File: config.mk
export PLATFORM = sky130hd
export DESIGN_NAME = mrna_iso_valve_sequencer_flat
export DESIGN_NICKNAME = d
export VERILOG_FILES = /design/src/rtl/mrna_iso_valve_sequencer_if.sv /design/src/rtl/mrna_iso_valve_sequencer.sv /design/src/flat_wrapper.sv
export SDC_FILE = /design/constraint.sdc
export NUM_CORES = 1
export LEC_CHECK = 0
export ABC_AREA = 1
export CAP_MARGIN = 0
export CORE_MARGIN = 3
export CORE_UTILIZATION = 50
export DETAILED_ROUTE_END_ITERATION = 8
export GPL_ROUTABILITY_DRIVEN = 0
export GPL_TIMING_DRIVEN = 0
export PLACE_DENSITY = 0.7
export RECOVER_POWER = 25
export SYNTH_ARGS = -nofsm -noshare
export SYNTH_HDL_FRONTEND = slang
export SYNTH_SLANG_ARGS = --single-unit
File: constraint.sdc
create_clock -name clk -period 5.7 [get_ports clk]
set_input_delay 0.57 -clock clk [delete_from_list [all_inputs] [get_ports clk]]
set_output_delay 0.57 -clock clk [all_outputs]
set_load 0.005 [all_outputs]
File: src/rtl/mrna_iso_valve_sequencer_if.sv
// Host command and pneumatic control bundle for the 4-lane mRNA isolation chip.
// The pause line exists only when MRNAISO_SEQ_PAUSE_EN is defined.
interface mrna_iso_valve_sequencer_if;
    logic       start;
    logic       abort;
    logic [3:0] lane_mask;
`ifdef MRNAISO_SEQ_PAUSE_EN
    logic       pause;
`endif
    logic       busy;
    logic       done;
    logic [2:0] step;
    logic [3:0] cells_in_ctl;
    logic [3:0] cells_out_ctl;
    logic [3:0] collect_ctl;
    logic       lysis_in_ctl;
    logic       lysis_waste_ctl;
    logic       beads_in_ctl;
    logic       bead_waste_ctl;
    logic       push_ctl;
    logic       sep_ctl;
    logic       sieve_ctl;
    logic       waste_ctl;
    logic       pump_1;
    logic       pump_2;
    logic       pump_3;

    // Host side issues commands and observes the valve lines.
    modport master (
`ifdef MRNAISO_SEQ_PAUSE_EN
        output pause,
`endif
        output start, abort, lane_mask,
        input  busy, done, step,
        input  cells_in_ctl, cells_out_ctl, collect_ctl,
        input  lysis_in_ctl, lysis_waste_ctl, beads_in_ctl, bead_waste_ctl,
        input  push_ctl, sep_ctl, sieve_ctl, waste_ctl,
        input  pump_1, pump_2, pump_3
    );

    // Sequencer side takes commands and drives the valve lines.
    modport slave (
`ifdef MRNAISO_SEQ_PAUSE_EN
        input  pause,
`endif
        input  start, abort, lane_mask,
        output busy, done, step,
        output cells_in_ctl, cells_out_ctl, collect_ctl,
        output lysis_in_ctl, lysis_waste_ctl, beads_in_ctl, bead_waste_ctl,
        output push_ctl, sep_ctl, sieve_ctl, waste_ctl,
        output pump_1, pump_2, pump_3
    );
endinterface

File: src/rtl/mrna_iso_valve_sequencer.sv
// Valve sequencer for the mRNA isolation chip: load, lyse/mix, capture, wash, elute.
// Optional freeze input enabled by defining MRNAISO_SEQ_PAUSE_EN.
module mrna_iso_valve_sequencer #(
    parameter logic [15:0] STEP_TICKS = 16'd1000,
    parameter logic [15:0] PUMP_TICKS = 16'd50,
    parameter logic [15:0] MIX_CYCLES = 16'd20
) (
    input logic                          clk,
    input logic                          rst,
    mrna_iso_valve_sequencer_if.slave    bus
);

    typedef enum logic [2:0] {
        IDLE       = 3'd0,
        LOAD_CELLS = 3'd1,
        LOAD_LYSIS = 3'd2,
        MIX        = 3'd3,
        LOAD_BEADS = 3'd4,
        CAPTURE    = 3'd5,
        WASH       = 3'd6,
        ELUTE      = 3'd7
    } state_t;

    typedef struct packed {
        logic [3:0] cells_in;
        logic [3:0] cells_out;
        logic [3:0] collect;
        logic       lysis_in;
        logic       lysis_waste;
        logic       beads_in;
        logic       bead_waste;
        logic       push;
        logic       sep;
        logic       sieve;
        logic       waste;
        logic [2:0] pumps;
    } valves_t;

    state_t      state;
    valves_t     valves;
    logic [15:0] tick_cnt;
    logic [15:0] pump_cnt;
    logic [15:0] rot_cnt;
    logic [1:0]  phase;
    logic [3:0]  mask;
    logic        busy_r;
    logic        done_r;

    logic        hold;
    logic        pump_wrap;
    logic [1:0]  phase_next;
    logic        step_last;
    state_t      state_after;

    // A 0 on a pump line opens that chamber; the closed pair pushes fluid around the ring.
    function automatic logic [2:0] pump_rotation(input logic [1:0] ph);
        case (ph)
            2'd0:    pump_rotation = 3'b011;
            2'd1:    pump_rotation = 3'b101;
            default: pump_rotation = 3'b110;
        endcase
    endfunction

    // Valve image for a given step; everything closed and sieve off unless the step opens it.
    function automatic valves_t valve_pattern(input state_t s, input logic [1:0] ph,
                                              input logic [3:0] m);
        valves_t v;
        v.cells_in    = 4'hF;
        v.cells_out   = 4'hF;
        v.collect     = 4'hF;
        v.lysis_in    = 1'b1;
        v.lysis_waste = 1'b1;
        v.beads_in    = 1'b1;
        v.bead_waste  = 1'b1;
        v.push        = 1'b1;
        v.sep         = 1'b1;
        v.sieve       = 1'b0;
        v.waste       = 1'b1;
        v.pumps       = 3'b111;
        case (s)
            LOAD_CELLS: begin
                v.cells_in = ~m;
                v.pumps    = pump_rotation(ph);
            end
            LOAD_LYSIS: begin
                v.lysis_in    = 1'b0;
                v.lysis_waste = 1'b0;
                v.pumps       = 3'b000;
            end
            MIX: begin
                v.pumps = pump_rotation(ph);
            end
            LOAD_BEADS: begin
                v.beads_in   = 1'b0;
                v.bead_waste = 1'b0;
            end
            CAPTURE: begin
                v.sep   = 1'b0;
                v.pumps = pump_rotation(ph);
            end
            WASH: begin
                v.push  = 1'b0;
                v.sep   = 1'b0;
                v.waste = 1'b0;
                v.sieve = 1'b1;
            end
            ELUTE: begin
                v.push    = 1'b0;
                v.sep     = 1'b0;
                v.collect = ~m;
            end
            default: ;
        endcase
        return v;
    endfunction

`ifdef MRNAISO_SEQ_PAUSE_EN
    assign hold = bus.pause && busy_r;
`else
    assign hold = 1'b0;
`endif

    // MIX ends on a full rotation boundary rather than on the tick counter, so it
    // cannot overflow for long mixes.
    assign pump_wrap   = (pump_cnt == PUMP_TICKS - 16'd1);
    assign phase_next  = pump_wrap ? ((phase == 2'd2) ? 2'd0 : phase + 2'd1) : phase;
    assign step_last   = (state == MIX)
                       ? (pump_wrap && (phase == 2'd2) && (rot_cnt == MIX_CYCLES - 16'd1))
                       : (tick_cnt == STEP_TICKS - 16'd1);
    assign state_after = (state == ELUTE) ? IDLE : state_t'(state + 3'd1);

    // Sequencer core: state, counters and the registered valve image move together.
    always_ff @(posedge clk or posedge rst) begin
        if (rst) begin
            state    <= IDLE;
            valves   <= valve_pattern(IDLE, 2'd0, 4'd0);
            tick_cnt <= 16'd0;
            pump_cnt <= 16'd0;
            rot_cnt  <= 16'd0;
            phase    <= 2'd0;
            mask     <= 4'd0;
            busy_r   <= 1'b0;
            done_r   <= 1'b0;
        end else if (bus.abort) begin
            state    <= IDLE;
            valves   <= valve_pattern(IDLE, 2'd0, 4'd0);
            tick_cnt <= 16'd0;
            pump_cnt <= 16'd0;
            rot_cnt  <= 16'd0;
            phase    <= 2'd0;
            busy_r   <= 1'b0;
            done_r   <= 1'b0;
        end else if (!hold) begin
            done_r <= 1'b0;
            if (state == IDLE) begin
                if (bus.start) begin
                    if (bus.lane_mask != 4'd0) begin
                        mask     <= bus.lane_mask;
                        state    <= LOAD_CELLS;
                        busy_r   <= 1'b1;
                        valves   <= valve_pattern(LOAD_CELLS, 2'd0, bus.lane_mask);
                        tick_cnt <= 16'd0;
                        pump_cnt <= 16'd0;
                        rot_cnt  <= 16'd0;
                        phase    <= 2'd0;
                    end else begin
                        done_r <= 1'b1;
                    end
                end
            end else if (step_last) begin
                state    <= state_after;
                valves   <= valve_pattern(state_after, 2'd0, mask);
                tick_cnt <= 16'd0;
                pump_cnt <= 16'd0;
                rot_cnt  <= 16'd0;
                phase    <= 2'd0;
                if (state_after == IDLE) begin
                    busy_r <= 1'b0;
                    done_r <= 1'b1;
                end
            end else begin
                tick_cnt <= tick_cnt + 16'd1;
                pump_cnt <= pump_wrap ? 16'd0 : pump_cnt + 16'd1;
                phase    <= phase_next;
                if (pump_wrap && (phase == 2'd2)) begin
                    rot_cnt <= rot_cnt + 16'd1;
                end
                valves   <= valve_pattern(state, phase_next, mask);
            end
        end
    end

    assign bus.busy            = busy_r;
    assign bus.done            = done_r;
    assign bus.step            = state;
    assign bus.cells_in_ctl    = valves.cells_in;
    assign bus.cells_out_ctl   = valves.cells_out;
    assign bus.collect_ctl     = valves.collect;
    assign bus.lysis_in_ctl    = valves.lysis_in;
    assign bus.lysis_waste_ctl = valves.lysis_waste;
    assign bus.beads_in_ctl    = valves.beads_in;
    assign bus.bead_waste_ctl  = valves.bead_waste;
    assign bus.push_ctl        = valves.push;
    assign bus.sep_ctl         = valves.sep;
    assign bus.sieve_ctl       = valves.sieve;
    assign bus.waste_ctl       = valves.waste;
    assign bus.pump_1          = valves.pumps[2];
    assign bus.pump_2          = valves.pumps[1];
    assign bus.pump_3          = valves.pumps[0];

endmodule

File: src/flat_wrapper.sv
// flat-port wrapper written by rule: the top's interface ports become plain ports
module mrna_iso_valve_sequencer_flat 
#(
    parameter logic [15:0] STEP_TICKS = 16'd1000,
    parameter logic [15:0] PUMP_TICKS = 16'd50,
    parameter logic [15:0] MIX_CYCLES = 16'd20
)
  (clk, rst, bus_start, bus_abort, bus_lane_mask, bus_busy, bus_done, bus_step, bus_cells_in_ctl, bus_cells_out_ctl, bus_collect_ctl, bus_lysis_in_ctl, bus_lysis_waste_ctl, bus_beads_in_ctl, bus_bead_waste_ctl, bus_push_ctl, bus_sep_ctl, bus_sieve_ctl, bus_waste_ctl, bus_pump_1, bus_pump_2, bus_pump_3);
  mrna_iso_valve_sequencer_if bus_i ();
  input logic clk;
  input logic rst;
  input wire logic [$bits(bus_i.start)-1:0] bus_start;
  input wire logic [$bits(bus_i.abort)-1:0] bus_abort;
  input wire logic [$bits(bus_i.lane_mask)-1:0] bus_lane_mask;
  output wire logic [$bits(bus_i.busy)-1:0] bus_busy;
  output wire logic [$bits(bus_i.done)-1:0] bus_done;
  output wire logic [$bits(bus_i.step)-1:0] bus_step;
  output wire logic [$bits(bus_i.cells_in_ctl)-1:0] bus_cells_in_ctl;
  output wire logic [$bits(bus_i.cells_out_ctl)-1:0] bus_cells_out_ctl;
  output wire logic [$bits(bus_i.collect_ctl)-1:0] bus_collect_ctl;
  output wire logic [$bits(bus_i.lysis_in_ctl)-1:0] bus_lysis_in_ctl;
  output wire logic [$bits(bus_i.lysis_waste_ctl)-1:0] bus_lysis_waste_ctl;
  output wire logic [$bits(bus_i.beads_in_ctl)-1:0] bus_beads_in_ctl;
  output wire logic [$bits(bus_i.bead_waste_ctl)-1:0] bus_bead_waste_ctl;
  output wire logic [$bits(bus_i.push_ctl)-1:0] bus_push_ctl;
  output wire logic [$bits(bus_i.sep_ctl)-1:0] bus_sep_ctl;
  output wire logic [$bits(bus_i.sieve_ctl)-1:0] bus_sieve_ctl;
  output wire logic [$bits(bus_i.waste_ctl)-1:0] bus_waste_ctl;
  output wire logic [$bits(bus_i.pump_1)-1:0] bus_pump_1;
  output wire logic [$bits(bus_i.pump_2)-1:0] bus_pump_2;
  output wire logic [$bits(bus_i.pump_3)-1:0] bus_pump_3;
  assign bus_i.start = bus_start;
  assign bus_i.abort = bus_abort;
  assign bus_i.lane_mask = bus_lane_mask;
  assign bus_busy = bus_i.busy;
  assign bus_done = bus_i.done;
  assign bus_step = bus_i.step;
  assign bus_cells_in_ctl = bus_i.cells_in_ctl;
  assign bus_cells_out_ctl = bus_i.cells_out_ctl;
  assign bus_collect_ctl = bus_i.collect_ctl;
  assign bus_lysis_in_ctl = bus_i.lysis_in_ctl;
  assign bus_lysis_waste_ctl = bus_i.lysis_waste_ctl;
  assign bus_beads_in_ctl = bus_i.beads_in_ctl;
  assign bus_bead_waste_ctl = bus_i.bead_waste_ctl;
  assign bus_push_ctl = bus_i.push_ctl;
  assign bus_sep_ctl = bus_i.sep_ctl;
  assign bus_sieve_ctl = bus_i.sieve_ctl;
  assign bus_waste_ctl = bus_i.waste_ctl;
  assign bus_pump_1 = bus_i.pump_1;
  assign bus_pump_2 = bus_i.pump_2;
  assign bus_pump_3 = bus_i.pump_3;
  mrna_iso_valve_sequencer #(.STEP_TICKS(STEP_TICKS), .PUMP_TICKS(PUMP_TICKS), .MIX_CYCLES(MIX_CYCLES)) u_core (.clk(clk), .rst(rst), .bus(bus_i));
endmodule
# [Yosys cells after proc, flatten, opt, wreduce, memory -nomap -nowiden]
# Cells that the tools add are included.
# Widths: inputs -> output; s select.
[totals] out_inout_bits=28 input_bits=8 ff_bits=82 word_cells=130
[op_classes] add_sub_neg=5 n_eq_ne=21 n_mux=61 n_reduce_logical=20 bitwise=3
[ops] cell="$mux 16" count=13
[ops] cell="$mux 23" count=5
[ops] cell="$add 16x1->16 const B" count=3
[ops] cell="$mux 2" count=13
[ops] cell="$eq 3x3->1 const B" count=8
[ops] cell="$mux 3" count=6
[ops] cell="$pmux 3 s2" count=3
[ops] cell="$mux 1" count=17
[ops] cell="$eq 16x10->1 const B" count=1
[ops] cell="$eq 16x5->1 const B" count=1
[ops] cell="$eq 16x6->1 const B" count=1
[ops] cell="$mux 4" count=4
[ops] cell="$eq 3x2->1 const B" count=4
[ops] cell="$reduce_or 3->1" count=4
[ops] cell="$not 4->4" count=2
[ops] cell="$reduce_and 4->1" count=2
[ops] cell="$reduce_bool 4->1" count=2
[ops] cell="$eq 3x1->1 const B" count=2
[ops] cell="$logic_not 3->1" count=2
[ops] cell="$ne 3x3->1 const B" count=2
[ops] cell="$reduce_and 3->1" count=2
[ops] cell="$reduce_bool 3->1" count=2
[ops] cell="$reduce_or 2->1" count=2
[ops] cell="$add 3x1->3 const B" count=1
[ops] cell="7 further kinds" count=8

# [Depth between registers and ports, before layout]
[depth] ltp_word=9 ltp_mapped=15 depth_no_buf=14

# [Least setup slack after synthesis]
# No wires, ideal clock.
[synth_timing] kind="register to register" start="reg u_core.state[0] (netlist: u_core.bus.step[0])" end="reg u_core.tick_cnt[5]" t_arrival_ps=1830 setup_time_ps=77 t_required_ps=5623 period_less_slack_ps=1907 slack_ps=3793 n_path_buf=1 path_stages_with_launch=15 path_cell_list="dfrtp_1 ha_1 ha_1 inv_1 nor2_1 nand2_1 nor2_1 nand2_1 inv_2 nand2_2 nand3_4 nand2_4 buf_2 o21ai_1 a21oi_1"
[synth_between] elab_chain_cells=5 elab_cells_between_ends=9 cone_classes="eq/ne (3); mux (4); reduce/logical (2)"
[synth_rtl] element="start: declaration" line_no="mrna_iso_valve_sequencer.sv:39" rtl="state_t state;"
[synth_rtl] element="start signal: assignment" line_no="mrna_iso_valve_sequencer.sv:171" rtl="state <= state_after;"
[synth_rtl] element="$eq 3x2->1" line_no="mrna_iso_valve_sequencer.sv:127" rtl="assign step_last = (state == MIX)"
[synth_rtl] element="$mux 1" line_no="mrna_iso_valve_sequencer.sv:128" rtl="? (pump_wrap && (phase == 2'd2) && (rot_cnt == MIX_CYCLES - 16'd1))"
[synth_rtl] element="$mux 16" line_no="mrna_iso_valve_sequencer.sv:170" rtl="end else if (step_last) begin"
[synth_rtl] element="$mux 16" line_no="mrna_iso_valve_sequencer.sv:155" rtl="if (state == IDLE) begin"
[synth_rtl] element="$mux 16" line_no="mrna_iso_valve_sequencer.sv:144" rtl="end else if (bus.abort) begin"
[synth_rtl] element="end signal: assignment" line_no="mrna_iso_valve_sequencer.sv:182" rtl="tick_cnt <= tick_cnt + 16'd1;"
[synth_rtl] element="end: declaration" line_no="mrna_iso_valve_sequencer.sv:41" rtl="logic [15:0] tick_cnt;"
# Several ways; a longest one is shown, not always the timed one.
# A chain may end at the register's enable or synchronous reset.

# [Worst setup path in the final report]
[layout_timing] start="reg u_core.state[0] (netlist: u_core.bus.step[0])" end="reg u_core.rot_cnt[4]"
[layout_between] elab_chain_cells=5 elab_cells_between_ends=10 cone_classes="eq/ne (3); mux (4); reduce/logical (3)"
[layout_rtl] element="$eq 3x2->1" line_no="mrna_iso_valve_sequencer.sv:127"
[layout_rtl] element="$mux 1" line_no="mrna_iso_valve_sequencer.sv:128"
[layout_rtl] element="$mux 16" line_no="mrna_iso_valve_sequencer.sv:170"
[layout_rtl] element="$mux 16" line_no="mrna_iso_valve_sequencer.sv:155"
[layout_rtl] element="$mux 16" line_no="mrna_iso_valve_sequencer.sv:144"
[layout_rtl] element="end signal: assignment" line_no="mrna_iso_valve_sequencer.sv:186" rtl="rot_cnt <= rot_cnt + 16'd1;"
[layout_rtl] element="end: declaration" line_no="mrna_iso_valve_sequencer.sv:43" rtl="logic [15:0] rot_cnt;"
# Several ways; a longest one is shown, not always the timed one.

==> results.md <==
* Status: completed
* Postcts setup bufs at 0
* Crit Path Class: reg -> reg
* CP max FO at 10
* Clk buf depth at 2
* Final Hold Viols at 0
* Commonest non-fill, non-tap cell in the layout: nand2_1
* Clock Latency Late Sink at 350 ps
* Mapped cell area at 4760 sq um
* Final HPWL from detailed placement at 8390 um
* Setup violators final at 0
* Placed Cells at 827
* Avg WL per Cell at 13.6 um
* Critical Path Sink Type: flip-flop
* First-pass GRT wire length at 20,000 um
* Vias at 4,382
* Synth unique cells at 43
* Setup TNS at 0 ps
* Total number of yosys warnings at 0
* Largest net degree at the start of global routing at 57
* CP arrival at 2590 ps
* Crit path time final at 2360 ps
* DIE AREA at 10,700 sq um
* Power density over cell area at 317 nW/um^2
* Gr ovfl total at 0
* Die H at 104 um
* Post-CTS sizing at 0
* Antenna violations before repair at 0
* Slew Limit Fails at 0
* Final Skew at 8.95 ps
* IO buf count at 31
* RSZ-0062 raised after global routing: false
* TritonCTS Sinks at 76
* Htree depth at 3
* Slew HR at 32.0%
* Req. time, crit path at 5930 ps
* Crit share post-route at 41.4%
* Area grow syn2layout at 15.9%
* Commonest cells after routing, fill and taps aside: nand2_1, nor2_1, inv_1
* GRT Overall Usage at 22.3%
* Avg Cell Area, Syn at 7.14 sq um
* Startpoint types: flip-flop
* Final wirelength at 11,500 um
* Fmax at 0.424 GHz
* Syn Inst Count at 666
* Post-DRT Antenna Nets at 0
* Core region area at 8980 sq um
* Worst-Margin Slew at 1020 ps
* Drt drc at 0
* FILL cells at 832
* Finished Layout Cells at 843
* Initial Utilization at 53.0%
* ANT cells at 0
* Ports at 36
* DR vias/cell at 5.20
* Root buffer cell: clkbuf_8
* Num CTS Buffers at 9
* Clock-pin slew on the worst setup and hold paths at 80 ps
* Peak VDD IR at 0.000215 V
* Width of the die at 104 um
* Pre-antenna DRT Iters at 5
* Seq/Total Area, Yosys at 40.4%
* CTS tree: built
* Row count at 34
* Layout cell share with drive strength beyond 1 at 11.7%
* Flops & latches, synth at 76
* Fin nets at 730
* Tightest Hold Check Type: reg -> reg
* Maxcap violations at 0
* Vias in the first global route at 4,199
* Hold-fix buffers, CTS at 0
* DR iter-0 viols at 236
* Leakage at 0.00256 uW
## cells in the mapped netlist, drive strengths merged
library cell	number	area share [%]
o211ai	5	0.79
nor4	2	0.39
xor2	15	2.8
nor3b	4	0.84
conb	1	0.079
inv	85	6.7
o21ai	36	3.8
xnor2	2	0.37
or2	6	0.79
o31ai	2	0.32
a31oi	2	0.26
dfrtp	60	32
ha	10	2.6
nand3b	1	0.16
o22ai	3	0.39
a21oi	13	1.4
nor2	117	9.7
nand4	16	2.1
dfstp	16	8.8
nand3	74	8.2
buf	22	2.9
o21bai	1	0.24
mux2i	1	0.21
clkbuf	1	0.079
o32ai	1	0.18
nor3	11	1.3
nand2	159	13
## power by group
group | internal, uW | leakage (uW) | switching, uW
logic | 207 | 0.00144 | 370
clock network | 303 | 0.000122 | 209
registers | 612 | 0.000996 | 46.4
total | 1120 | 0.00256 | 626
## worst paths after layout
path	startpoint	end	slack, ps	cells after the start
max reg2reg	u_core.bus.step[0]$_DFFE_PP0P_	u_core.rot_cnt[4]$_DFFE_PP0P_	3340	13
min	u_core.bus.cells_in_ctl[0]$_DFFE_PP1P_	u_core.bus.cells_in_ctl[0]$_DFFE_PP1P_	480	2
max	u_core.bus.step[0]$_DFFE_PP0P_	u_core.rot_cnt[4]$_DFFE_PP0P_	3340	13
max in group asynchronous	rst	u_core.bus.collect_ctl[3]$_DFFE_PP1P_	4050	3
min in group asynchronous	rst	u_core.tick_cnt[12]$_DFFE_PP0P_	850	2
min reg2reg	u_core.bus.cells_in_ctl[0]$_DFFE_PP1P_	u_core.bus.cells_in_ctl[0]$_DFFE_PP1P_	480	2
## through the flow
step                power [uW]  area [sq um]  hold slack (ps)  setup slack (ps)  util, %
floorplan                 1030          4770              456              3220        -
global placement          1230          5240              457              1900     58.3
detailed placement        1250          5270              464              3140     58.7
CTS                       1760          5520              477              3310     61.4
global route              1860          5510              494              3100     61.4
finish                    1750          5510              476              3340     61.4
## cell type report
type                       instances  area [sq um]  area share, %
multi-input combinational        485          2390           43.3
sequential                        76          1920           34.9
timing repair buffer              32           338           6.13
inverter                          85           320           5.81
tap                              126           158           2.86
buffer                            23           141           2.56
clock buffer                      10           138           2.50
clock inverter                     6           111           2.02
## registers in the layout (all words and copies together), names as in the netlist, 2 cells and up
register / cells
u_core.rot_cnt: 16
u_core.bus.step: 3
u_core.mask: 4
u_core.phase: 2
u_core.bus.collect_ctl: 4
u_core.bus.cells_in_ctl: 4
u_core.tick_cnt: 16
u_core.pump_cnt: 16
## layer usage
layer | wire length (um) | GRT usage, % | share of wire, % | vias up
met5 | 0 | 0 | 0 | -
met4 | 143 | 6.36 | 1.2 | 0
met3 | 364 | 3.11 | 3.2 | 13
met2 | 5490 | 36.3 | 48 | 105
met1 | 5490 | 31.4 | 48 | 2057
li1 | - | - | - | 2207
## critical path: stages (launching register included)
cell and delay, ps:
dfrtp_1 470, ha_1 260, ha_1 220, inv_1 120, nand2_1 70, nor2_1 90
nand2_1 60, nor2_1 180, inv_1 120, nand3_4 180, nand2_4 100, buf_2 210
nand3_1 100, o21ai_1 70
## cell families after synthesis
kind of cell / after synthesis / synth area share, %
adder cells (fa/ha/maj): 10 / 2.63
buffers and inverters: 108 / 9.68
other: 1 / 0.0788
AND/OR/NAND/NOR: 390 / 36.5
multiplexers: 1 / 0.210
flip-flops: 76 / 40.4
AO/OA/AOI/OAI: 63 / 7.34
XOR/XNOR: 17 / 3.13
No activity file was read; power rests on OpenSTA's default activity.
